**src/rtl/matmul_pkg.sv**
```systemverilog
// matmul_pkg: shared constants and state encoding for the matmul loader/engine slice
package matmul_pkg;
   localparam int DIM    = 4;
   localparam int ELEM_W = 8;
   localparam logic [9:0] DEF_BASE_A = 10'h000;
   localparam logic [9:0] DEF_BASE_B = 10'h100;
   localparam logic [9:0] DEF_BASE_C = 10'h200;
   typedef enum logic [3:0] {
      IDLE    = 4'd0,
      LOAD_A  = 4'd1,
      LOAD_B  = 4'd2,
      WRITE_B = 4'd3,
      KICK    = 4'd4,
      WAIT_LO = 4'd5,
      WAIT_HI = 4'd6
   } state_t;
endpackage

```
**src/rtl/matmul_b_transpose.sv**
```systemverilog
// matmul_b_transpose: 4x4 byte store written row-major, read as packed columns
module matmul_b_transpose
   import matmul_pkg::*;
(
   input  logic                    clk,
   input  logic                    rstn,
   input  logic                    we,
   input  logic [1:0]              wr_row,
   input  logic [1:0]              wr_col,
   input  logic [ELEM_W-1:0]       wr_data,
   input  logic [1:0]              rd_col,
   output logic [DIM*ELEM_W-1:0]   rd_data
);
   logic [ELEM_W-1:0] m [DIM][DIM];
   // byte writes at (row, col); the whole array clears on reset
   always_ff @(posedge clk) begin
      if (!rstn) begin
         for (int r = 0; r < DIM; r++)
            for (int c = 0; c < DIM; c++)
               m[r][c] <= '0;
      end else if (we) begin
         m[wr_row][wr_col] <= wr_data;
      end
   end
   for (genvar g = 0; g < DIM; g++) begin : g_col
      assign rd_data[g*ELEM_W +: ELEM_W] = m[g][rd_col];
   end
endmodule

```
**src/rtl/matmul_loader.sv**
```systemverilog
// matmul_loader: packs a byte stream of A and B into operand memory, then kicks the engine
module matmul_loader
   import matmul_pkg::*;
#(
   parameter logic [9:0] BASE_A = DEF_BASE_A,
   parameter logic [9:0] BASE_B = DEF_BASE_B
)(
   input  logic        clk,
   input  logic        rstn,
   input  logic        load_start,
   input  logic        s_valid,
   output logic        s_ready,
   input  logic [7:0]  s_data,
   input  logic        s_last,
   output logic        mem_en_write,
   output logic [9:0]  mem_addr,
   output logic [31:0] mem_data,
   output logic        kick_start,
   input  logic        mm_ready,
   output logic        busy,
   output logic        done,
   output logic        err
);
   state_t      state, nxt;
   logic [3:0]  k;
   logic [23:0] a_pack;
   logic        acc, ferr, wr_a, wr_b;
   logic [1:0]  rd_col;
   logic [31:0] col;

   assign acc    = s_valid && s_ready;
   assign ferr   = acc && (s_last != (state == LOAD_B && k == 4'd15));
   assign wr_a   = state == LOAD_A && acc && !ferr && k[1:0] == 2'd3;
   assign wr_b   = (state == LOAD_B && acc && !ferr && k == 4'd15) || (state == WRITE_B && k[1:0] != 2'd3);
   assign rd_col = state == WRITE_B ? k[1:0] + 2'd1 : 2'd0;

   matmul_b_transpose u_bt (
      .clk     (clk),
      .rstn    (rstn),
      .we      (state == LOAD_B && acc && !ferr),
      .wr_row  (k[3:2]),
      .wr_col  (k[1:0]),
      .wr_data (s_data),
      .rd_col  (rd_col),
      .rd_data (col)
   );

   // next-state: a framing error in either load phase returns straight to IDLE
   always_comb begin
      nxt = state;
      case (state)
         IDLE:    nxt = load_start ? LOAD_A : IDLE;
         LOAD_A:  nxt = ferr ? IDLE : (acc && k == 4'd15) ? LOAD_B : LOAD_A;
         LOAD_B:  nxt = ferr ? IDLE : (acc && k == 4'd15) ? WRITE_B : LOAD_B;
         WRITE_B: nxt = k[1:0] == 2'd3 ? KICK : WRITE_B;
         KICK:    nxt = mm_ready ? WAIT_LO : KICK;
         WAIT_LO: nxt = mm_ready ? WAIT_LO : WAIT_HI;
         WAIT_HI: nxt = mm_ready ? IDLE : WAIT_HI;
         default: nxt = IDLE;
      endcase
   end

   // state, counters and registered outputs; A row bytes shift in low-lane first
   always_ff @(posedge clk) begin
      if (!rstn) begin
         state        <= IDLE;
         k            <= '0;
         a_pack       <= '0;
         s_ready      <= 1'b0;
         busy         <= 1'b0;
         mem_en_write <= 1'b0;
         mem_addr     <= '0;
         mem_data     <= '0;
         kick_start   <= 1'b0;
         done         <= 1'b0;
         err          <= 1'b0;
      end else begin
         state        <= nxt;
         k            <= state == IDLE ? 4'd0 : (state == WRITE_B || (acc && !ferr)) ? k + 4'd1 : k;
         a_pack       <= acc ? {s_data, a_pack[23:8]} : a_pack;
         s_ready      <= nxt == LOAD_A || nxt == LOAD_B;
         busy         <= nxt != IDLE;
         mem_en_write <= wr_a || wr_b;
         mem_addr     <= wr_a ? BASE_A + {8'd0, k[3:2]} : wr_b ? BASE_B + {8'd0, rd_col} : 10'd0;
         mem_data     <= wr_a ? {s_data, a_pack} : wr_b ? col : 32'd0;
         kick_start   <= state == KICK && mm_ready;
         done         <= state == WAIT_HI && mm_ready;
         err          <= ferr;
      end
   end
endmodule

```
**config.mk**
```make
export PLATFORM = sky130hd
export DESIGN_NAME = matmul_loader
export DESIGN_NICKNAME = d
export VERILOG_FILES = /design/src/rtl/matmul_pkg.sv /design/src/rtl/matmul_b_transpose.sv /design/src/rtl/matmul_loader.sv
export SDC_FILE = /design/constraint.sdc
export NUM_CORES = 1
export LEC_CHECK = 0
export ABC_AREA = 1
export BUFFER_PORTS_ARGS = -buffer_cell sky130_fd_sc_hd__buf_2
export CAP_MARGIN = 20
export CORE_AREA = 2 2 136 138
export CTS_BUF_LIST = sky130_fd_sc_hd__clkbuf_4 sky130_fd_sc_hd__clkbuf_8
export DETAILED_ROUTE_END_ITERATION = 8
export DIE_AREA = 0 0 138 140
export PLACE_DENSITY = 0.67
export SLEW_MARGIN = 20
export SYNTH_ARGS = -nofsm -noshare
export SYNTH_HDL_FRONTEND = slang
export SYNTH_SLANG_ARGS = --single-unit
```
**constraint.sdc**
```tcl
create_clock -name clk -period 3 [get_ports clk]
set_input_delay 0.6 -clock clk [delete_from_list [all_inputs] [get_ports clk]]
set_output_delay 0.6 -clock clk [all_outputs]
set_load 0.005 [all_outputs]
```
==> flow_summary.ini <==
[clock_tree]
cts-root-buf = clkbuf_8
cts_setup_buffers = 0
clk_latency_ns = 0.48
cts_max_path_buffers = 2
numCtsBuffers = 17
cts_hold_buf = 0
path_clk_slew_ns = 0.11
post_cts_resized = 0
cts_tree = yes
cts.htree.levels = 4
cts_num_sinks = 200

[global_routing]
grt_pass1_vias = 5793
grt_overflow_total = 0
antenna_found_initial = 0
grt_max_degree = 48
grt_first_pass_wirelength_um = 32700
grtUsageTotal = 0.221

[final_layout]
fin_util = 0.513
area_delta_synth_final_pct = 11.1
final.fill_count = 1594
layout-drive-gt1-share = 0.141
multi_input_area_um2 = 2590
n_antenna_cell = 0
register_area_um2 = 5290
layoutNonFillerInstCount = 1135
nets = 911

[run]
drv_cap = 0

[setup_path]
crit_path_end_kind = register
r2r_start = k[0]
critPathSlowestCell = dfxtp_1
reg2reg_to = u_bt.m[2][12]
crit_path_cell_trace = ha_1, inv_1, nor2_2, nand3_2, nand2_1, nand4_4, nor2_4, nand2_2, nand2_1
critPathMaxStageDelay_ns = 0.42
r2r_slack_ns = 0.36
critPathLaunch = k[0]
worst-r2r-cell-count = 9
cp_common_cell = nand2_1
criticalPathCategory = register to register
cp-endpoint = u_bt.m[2][12]
cp.arrival_ns = 2.79
startpoint_type = register
cp_max_fo = 9
required_ns = 3.15

[routing]
drt-pass1-iter-count = 8
postRouteAntennaNets = 0
dr_total_vias = 6219
remaining_drc_errors = 0
wl_um = 21400
wl_per_cell_um = 18.8
drt-initial-drc-count = 737
drt-vias-per-instance = 5.48

[hold_path]
hp-class = primary input to register
whs_path_depth = 3

[floorplanning]
fp-row-count = 49
design.core.area_um2 = 17800
die_w_um = 138
die_height_um = 140
ios = 62
die-area_um2 = 19300
start_util = 0.462

[logic_synthesis]
synthXorXnorAreaFrac = 0
synth_area_um2 = 8210
ys_ff_latch = 200
synth_top_family_by_area = simple AND/OR/NAND/NOR gates
synth-compound-area-share = 0.110
ys_seq_area_frac = 0.644
syn_area_per_cell_um2 = 9.62
ys_warn_count = 0
synth_cells = 853
synth_cell_types = 28
synth_simple_gate_area_frac = 0.196
yosys.area_share.adder = 0.00610
synth_mux_area_frac = 0

[timing]
rsz0062_at_grt = no
period_share = 0.881
hold_viol = 0
slew_viol_final = 0
setup_viol = 0
tns_ns = 0
max_freq_mhz = 378
period_minus_slack_ns = 2.64
clock_skew_ns = 0.0155
worstMarginPinSlew_ns = 0.870
relSlewSlack = 0.416

[pwr]
total_power_uw = 5200
leakagePower_uw = 0.00358
power.density_nw_per_um2 = 570
peakVddDrop_mv = 0.392

[placed_design]
post-place-cells = 1103
gp_congestion = 0.897
dp_hpwl_um = 13600
numPortBuffers = 54

[outcome]
status = finished, final reports clean
registers in the layout, summed over array words and instances (netlist names):
name and flops:
kick_start 1, done 1, a_pack 24, s_ready 1
err 1, mem_addr 3, k 4, u_bt.m 128
busy 1, mem_en_write 1, mem_data 32, state 3
critical path, delay by kind of cell (launching register included):
family,cells,cell delay (ns)
flip-flops,1,0.42
adder cells (fa/ha/maj),1,0.29
AND/OR/NAND/NOR,7,1.45
buffers and inverters,1,0.14
cells by family (layout without fill, tap and decap cells):
family,count (synthesis),count (layout)
adder cells (fa/ha/maj),4,4
buffers and inverters,83,130
AO/OA/AOI/OAI,172,172
flip-flops,200,200
other,1,7
AND/OR/NAND/NOR,393,393
metrics by stage:
stage	hold slack, ns	setup WS (ns)	instance area, um^2
2_1_floorplan	0.444	0.806	8230
3_3_place_gp	0.459	0.481	8660
3_5_place_dp	0.465	0.407	8660
4_1_cts	0.356	0.367	9120
5_1_grt	0.369	0.164	9120
6_report	0.380	0.357	9120
cells in the final DEF, fill, tap and decap left out, types with 2 or more instances in the layout:
cell type and instances:
nand2_1 106, nand3_1 10, bufinv_16 3, nand2_2 17
o21ai_0 89, clkbuf_8 18, dfxtp_1 72, inv_6 3
nand3_2 3, clkinv_4 2, nor2_2 2, clkinv_1 10
clkinv_8 2, inv_8 3, a21oi_1 50, inv_1 20
buf_2 54, nor2_1 245, conb_1 7, buf_4 12
ha_1 4, nand4_1 2, edfxtp_1 128, o22ai_1 31
nor2_4 4
cell usage after synthesis (all sizes together):
| cell | instances | area [um^2] |
|---|---|---|
| nor2 | 251 | 977 |
| clkbuf | 38 | 143 |
| a221oi | 1 | 8.76 |
| a21oi | 50 | 250 |
| o21ai | 89 | 445 |
| edfxtp | 128 | 3840 |
| nand4 | 3 | 33.8 |
| dfxtp | 72 | 1440 |
| conb | 1 | 3.75 |
| inv | 21 | 78.8 |
| nand2 | 123 | 502 |
| nor3 | 1 | 5.00 |
| nor4 | 1 | 6.26 |
| buf | 14 | 93.8 |
| o22ai | 31 | 194 |
| nand3 | 13 | 80.1 |
| ha | 4 | 50.1 |
| o211ai | 1 | 7.51 |
| clkinv | 10 | 37.5 |
| or2 | 1 | 6.26 |
worst min path at each step:
stage | startpoint | end
floorplan | a_pack[0] | mem_data[0]
global placement | a_pack[5] | mem_data[5]
detailed placement | a_pack[17] | mem_data[17]
CTS | s_data[2] | mem_data[26]
global route | s_data[0] | mem_data[24]
finish | s_data[7] | mem_data[31]
layout make-up:
type / instances / share of cell area
Timing Repair Buffer: 67 / 0.0417
Clock inverter: 14 / 0.0226
Inverter: 31 / 0.0128
Clock buffer: 18 / 0.0272
Tap cell: 229 / 0.0314
Sequential cell: 200 / 0.580
Multi-Input combinational cell: 576 / 0.285
layer usage:
metal / GRT usage / vias up / share of wire
met5: 0 / - / 0
met4: 0.0553 / 0 / 0.015
met3: 0.0468 / 29 / 0.083
met2: 0.369 / 295 / 0.49
met1: 0.299 / 2957 / 0.41
li1: - / 2938 / -
power by group:
part,internal [uW],switching [uW],leakage [uW]
logic,46.4,171,0.00145
clock network,888,1050,0.000230
registers,3000,37.8,0.00190
total,3940,1260,0.00358
(Power assumes the default switching activity.)
